**src/rtl/sec_display_driver.sv**
```systemverilog
// rtl/sec_display_driver.sv - seconds value to BCD via double-dabble FSM, 2-digit muxed 7-seg driver
// Optional build macro: LEADING_ZERO_BLANK_EN (blank the tens digit when it is 0)
module sec_display_driver #(
  parameter int REFRESH_DIV = 4
) (
  input  logic       clk,
  input  logic       rst,
  input  logic [7:0] sec,
  output logic [6:0] seg,
  output logic [1:0] an,
  output logic [3:0] bcd_tens,
  output logic [3:0] bcd_ones,
  output logic       busy
);

  localparam int SCAN_W = (REFRESH_DIV > 1) ? $clog2(REFRESH_DIV) : 1;

  typedef enum logic [1:0] {IDLE, SHIFT, DONE} state_t;

  state_t            state;
  state_t            state_nxt;
  logic [7:0]        sec_q;
  logic [7:0]        last_bin;
  // {hund[1:0], tens[3:0], ones[3:0], bin[7:0]}
  logic [17:0]       sr;
  logic [16:0]       sr_adj;
  logic [2:0]        bit_cnt;
  logic [SCAN_W-1:0] scan_cnt;
  logic              digit_sel;
  logic [3:0]        digit;
  logic [6:0]        seg_nxt;

  // Active-low segment pattern {g,f,e,d,c,b,a}; 4'hF is the out-of-range dash
  function automatic logic [6:0] seg7(input logic [3:0] d);
    case (d)
      4'd0:    seg7 = 7'b1000000;
      4'd1:    seg7 = 7'b1111001;
      4'd2:    seg7 = 7'b0100100;
      4'd3:    seg7 = 7'b0110000;
      4'd4:    seg7 = 7'b0011001;
      4'd5:    seg7 = 7'b0010010;
      4'd6:    seg7 = 7'b0000010;
      4'd7:    seg7 = 7'b1111000;
      4'd8:    seg7 = 7'b0000000;
      4'd9:    seg7 = 7'b0010000;
      4'hF:    seg7 = 7'b0111111;
      default: seg7 = 7'b1111111;
    endcase
  endfunction

  // FSM state register
  always_ff @(posedge clk or posedge rst) begin
    if (rst) state <= IDLE;
    else     state <= state_nxt;
  end

  // FSM next-state: start on a new value, 8 shifts, then publish
  always_comb begin
    state_nxt = state;
    case (state)
      IDLE:    if (sec_q != last_bin) state_nxt = SHIFT;
      SHIFT:   if (bit_cnt == 3'd7)   state_nxt = DONE;
      DONE:    state_nxt = IDLE;
      default: state_nxt = IDLE;
    endcase
  end

  // Add-3 correction on BCD nibbles; hundreds never exceeds 2 so it needs none
  always_comb begin
    sr_adj = sr[16:0];
    if (sr[11:8]  >= 4'd5) sr_adj[11:8]  = sr[11:8]  + 4'd3;
    if (sr[15:12] >= 4'd5) sr_adj[15:12] = sr[15:12] + 4'd3;
  end

  // Input register and conversion datapath
  always_ff @(posedge clk or posedge rst) begin
    if (rst) begin
      sec_q    <= 8'd0;
      last_bin <= 8'd0;
      sr       <= 18'd0;
      bit_cnt  <= 3'd0;
      busy     <= 1'b0;
      bcd_tens <= 4'd0;
      bcd_ones <= 4'd0;
    end else begin
      sec_q <= sec;
      case (state)
        IDLE: begin
          if (sec_q != last_bin) begin
            last_bin <= sec_q;
            busy     <= 1'b1;
            bit_cnt  <= 3'd0;
            sr       <= {10'b0, sec_q};
          end
        end
        SHIFT: begin
          sr      <= {sr_adj, 1'b0};
          bit_cnt <= bit_cnt + 3'd1;
        end
        DONE: begin
          busy <= 1'b0;
          // Hundreds digit nonzero means the value is above 99
          if (sr[17:16] != 2'b00) begin
            bcd_tens <= 4'hF;
            bcd_ones <= 4'hF;
          end else begin
            bcd_tens <= sr[15:12];
            bcd_ones <= sr[11:8];
          end
        end
        default: ;
      endcase
    end
  end

  // Refresh scan: each digit slot lasts REFRESH_DIV cycles
  always_ff @(posedge clk or posedge rst) begin
    if (rst) begin
      scan_cnt  <= '0;
      digit_sel <= 1'b0;
    end else if (scan_cnt == SCAN_W'(REFRESH_DIV - 1)) begin
      scan_cnt  <= '0;
      digit_sel <= ~digit_sel;
    end else begin
      scan_cnt <= scan_cnt + SCAN_W'(1);
    end
  end

  // Segment pattern for the digit currently selected
  always_comb begin
    digit   = digit_sel ? bcd_tens : bcd_ones;
    seg_nxt = seg7(digit);
`ifdef LEADING_ZERO_BLANK_EN
    if (digit_sel && (bcd_tens == 4'd0)) seg_nxt = 7'b1111111;
`else
`endif
  end

  // Registered display outputs, one cycle behind digit_sel
  always_ff @(posedge clk or posedge rst) begin
    if (rst) begin
      seg <= 7'b1000000;
      an  <= 2'b10;
    end else begin
      seg <= seg_nxt;
      an  <= digit_sel ? 2'b01 : 2'b10;
    end
  end

endmodule

```
**config.mk**
```make
export PLATFORM = sky130hd
export DESIGN_NAME = sec_display_driver
export DESIGN_NICKNAME = d
export VERILOG_FILES = /design/src/rtl/sec_display_driver.sv
export SDC_FILE = /design/constraint.sdc
export NUM_CORES = 1
export LEC_CHECK = 0
export ABC_AREA = 1
export BUFFER_PORTS_ARGS = -buffer_cell sky130_fd_sc_hd__buf_2
export CORE_MARGIN = 5
export CORE_UTILIZATION = 50
export CTS_CLUSTER_DIAMETER = 100
export DETAILED_ROUTE_END_ITERATION = 7
export GPL_TIMING_DRIVEN = 0
export PLACE_DENSITY = 0.69
export SYNTH_ARGS = -nofsm -noshare
export SYNTH_HDL_FRONTEND = slang
export SYNTH_SLANG_ARGS = --single-unit
```
**constraint.sdc**
```tcl
create_clock -name clk -period 3.25 [get_ports clk]
set_input_delay 0.1625 -clock clk [delete_from_list [all_inputs] [get_ports clk]]
set_output_delay 0.1625 -clock clk [all_outputs]
set_load 0.1 [all_outputs]
```
Yosys cells after proc, flatten, opt, wreduce, memory -nomap -nowiden. Memory sizes are Yosys's and may differ from the RTL's. A register that Yosys moved wholly into a read port is not among the register bits. Index checks and enable logic that the tools add are counted.

Flip-flop bits (word level): 53. Bits in read-only memories: 112. Logic and storage cells: 50. Memories kept: 1.

Memories: (name not given) (words 16, width 7, rd ports 1, clocked after Yosys merged registers in 1, wr ports 0, line 35) `case (d)`.

Add/subtract/negate cells: 4. Order comparisons: 2. Eq/ne operators: 7. Muxes and demuxes: 16. Bitwise logic cells: 1. Reduce and logical (&&, ||, !) cells: 8.

Operators by type and width (number): $pmux W18 S2 (1); $mux W4 (5); $mux W18 (1); $add A4 B2 Y4 const B (2); $ge A4 B3 Y1 const B (2); $mux W2 (4); $ne A8 B8 Y1 (1); $reduce_and A2 Y1 (4); $pmux W3 S2 (1); $reduce_bool A2 Y1 (3); $eq A2 B2 Y1 const B (2); $ne A2 B2 Y1 const B (2); $pmux W2 S2 (1); $add A3 B1 Y3 const B (1); $eq A3 B3 Y1 const B (1); $mux W3 (1); $add A2 B1 Y2 const B (1); $eq A2 B1 Y1 const B (1); $logic_not A2 Y1 (1); $pmux W1 S2 (1); $mux W1 (1); $not A1 Y1 (1).

Longest topological paths before layout.
Word-level depth: 3. Mapped depth: 11.

Worst setup path after synthesis. OpenSTA, ideal clock, no wires.

Path kind: register to register. Start point: register bcd_tens[1]. End point: register seg[3]. Arrival time: 1.907 ns. Path slack: 1.261 ns. Stages on the path, launching flop included: 9. Period minus slack after synthesis: 1.989 ns. Cell sequence: dfrtp_1 inv_1 nand2_1 o21a_1 inv_1 ha_1 nand2_1 inv_1 o21ai_0.

Cells in the longest elaborated chain, start to end: 1.

Ends and longest elaborated chain: from (decl) (line 11) `output logic [3:0] bcd_tens,`; from (signal assigned) (line 107) `bcd_tens <= sr[15:12];`; $mux W4 (line 131) `digit = digit_sel ? bcd_tens : bcd_ones;`; to (decl) (line 9) `output logic [6:0] seg,`.

Every way passes these cells. A chain may end at the register's enable or synchronous reset.

Worst setup path after layout.
Start point: register digit_sel. End point: register seg[0].

Cells in the longest elaborated chain, start to end: 1.

Ends and longest elaborated chain: from (decl) (line 29) `logic digit_sel;`; from (signal assigned) (line 123) `digit_sel <= ~digit_sel;`; $mux W4 (line 131).

Every way passes these cells.

==> run metrics <==
status finished, final reports clean; Horiz. Die Dim roughly 84 µm; Clock Skew around 0.0055 ns; root buffer cell clkbuf_8; worst path arrival time around 2.2 ns; WL/cell approximately 12 µm; Std-Cell Core Area ~5400 µm²; Clk pin slew, worst setup/hold paths about 0.070 ns; crit-path leading delay family compound AO/OA/AOI/OAI gates; vias post-DR around 2100; number of global-route vias before repair about 2200; CTS buffer count 9; YS warnings 0; Slew headroom between 50% and 60%; GP Congestion just over 0.8; top cells by count, synth nand2_1, dfrtp_1, o21ai_0; Startpoint Class register; CP Class register to register; synth unique cells 24; Detailed Place HPWL between 3000 and 4000 µm; first-pass GRT wire length around 9500 µm; Post-synth ARST share between 90% and 100%; min Tclk post-route ~2.0 ns; latest clock arrival within the worst-skew pair between 0.3 and 0.4 ns; proportion of layout cells with a drive suffix above 1 about a fifth; Routed WL about 5400 µm; Setup Total Neg Slack 0 ns; delay of the slowest critical-path stage 0.58 ns; Starting Density around 51%; Post-synth EDFFs 0; CP dominant cell by count o21ai_0; H-tree depth 3; most frequent cell after synthesis nand2_1; Worst EP required about 3.4 ns; crit-path cells buf_2, o21ai_0, inv_1, ha_1, o21ai_0, o21ai_0; #FFs+latches synth 60; maximum clock rate ~0.51 GHz; Max FO, Critical Path 10; die area between 7000 and 8000 µm²; largest net degree at the start of global routing 44; postcts setup bufs 0; Nets between 300 and 400; Detail Route Antenna Nets 0; utilization after layout between 60% and 70%; fin crit share 60.88%; Finish-stage setup viols 0; Slowest-stage cell, CP o21ai_0; Post-CTS Resized 0; Area growth, synth to finish 18.41%; Ports 28; Diodes inserted 0; DP Area a little over 3000 µm²; clock sinks 60; Syn Area/Cell approximately 9 µm²; design area 3283 µm²; Max Cap Viol 0; port buffer count 27; die height between 80 and 90 µm; 1st-iter DRT viols between 90 and 100; actual slew at the worst max-slew pin a little under 0.7 ns; cell row count 27; Synth Net Count 330; Post-route DRC 0; final hold vios 0; cell taking the most area after synthesis dfrtp_1; post-synthesis cell count about 310; HP Class input pin to async pin; worst path buffer plus inverter count 2; DR pass1 iterations 5; total track usage between 10% and 20%; sequential area share after synthesis between 50 and 60%; Slew Limit Fails 0; largest cells by area after synthesis dfrtp_1, nand2_1, o21ai_0; mapped cell area around 2800 µm²; prevailing post-synth register cell dfrtp_1; TritonCTS clock tree built; maximum clock insertion buffer count 2; antenna violations before repair 0; unrepaired setup endpoints after global routing no; Critical Path Sink Type register; Yosys top cell area share a little over half; vias per inst just under 5; total global routing overflow 0
-- path summary, 6_finish.rpt --
| check | startpoint | end | slack (ns) | cells after the start |
|---|---|---|---|---|
| max in group asynchronous | rst | bit_cnt[2]$_DFFE_PP0P_ | 2.35 | 4 |
| max | digit_sel$_DFFE_PP0P_ | seg[0]$_DFF_PP0_ | 1.27 | 6 |
| max reg2reg | digit_sel$_DFFE_PP0P_ | seg[0]$_DFF_PP0_ | 1.27 | 6 |
| min reg2reg | digit_sel$_DFFE_PP0P_ | an[0]$_DFF_PP0_ | 0.39 | 0 |
| min in group clk | digit_sel$_DFFE_PP0P_ | an[0]$_DFF_PP0_ | 0.39 | 0 |
| min | rst | bcd_tens[1]$_DFFE_PP0P_ | 0.37 | 3 |
-- layout make-up --
cell class,count,area (µm²)
multi-input cells,199,1062
fillers,492,2156
clock inverters,6,30.03
well taps,72,90.09
flip-flops and latches,60,1504
clock buffers,10,137.6
inverters,36,135.1
plain buffers,12,71.32
repair buffers,37,252.7
-- cells by family (layout without fill, tap and decap cells) --
| group | count (synthesis) | in the layout | share of synthesized area [%] |
|---|---|---|---|
| and+or+nand+nor | 116 | 116 | 18.32 |
| AOI/OAI and AO/OA | 64 | 64 | 12.23 |
| DFF | 60 | 60 | 54.24 |
| buffers and inverters | 48 | 101 | 7.446 |
| adders and majority gates | 13 | 13 | 5.867 |
| xor gates and xnor gates | 6 | 6 | 1.895 |
-- stage by stage --
step | hold slack [ns] | std cells | worst slack (ns)
6_report | 0.3668 | 432 | 1.272
5_1_grt | 0.4182 | 432 | 1.098
4_1_cts | 0.3630 | 432 | 1.265
3_5_place_dp | 0.1763 | 407 | 1.283
3_3_place_gp | 0.2703 | 406 | 0.8816
2_1_floorplan | 0.1939 | 307 | 1.261
-- routing by layer --
metal / GRT usage, % / routed length [µm]
met1: 18.08 / 2330
met2: 29.77 / 2710
met3: 3.631 / 228
met4: 9.640 / 99
met5: 0 / 0
-- flip-flops by register name (all words and copies together) (netlist names) --
signal     flops
sr            18
last_bin       8
sec_q          8
seg            7
bcd_ones       4
bcd_tens       4
bit_cnt        3
an             2
scan_cnt       2
state          2
busy           1
digit_sel      1
-- worst min-delay path: cells and delay by family --
| family | cells | cell delay [ns] |
|---|---|---|
| buffers and inverters | 3 | 0.94 |
-- cell usage in the layout (no fill, tap or decap) --
master         count
o211ai_1           4
or2_2              2
clkinv_2           6
buf_6              1
ha_1              13
o21ai_0           43
o21a_1             1
nor2_1            20
o21ai_2            1
inv_2              4
dfstp_2            2
clkbuf_1           4
clkbuf_8          10
xor2_1             1
xnor2_1            5
inv_1             32
a21oi_1           12
nand2_1           70
buf_8              1
nand3_2            7
nand3_1           15
nand2_2            2
buf_16             1
buf_2             33
dlygate4sd3_1      9
o21ai_1            2
dfrtp_1           58
o31ai_1            1
-- repair_timing --
| action | in CTS | in global routing |
|---|---|---|
| hold buffers | 9 | 0 |
| endpoints found under the hold margin | 23 | 0 |
| endpoints found under the setup margin | 0 | 0 |
Power is left out: the tool's default activity adds up to more than one toggle a clock period on the data nets, which glitch-free logic cannot reach.
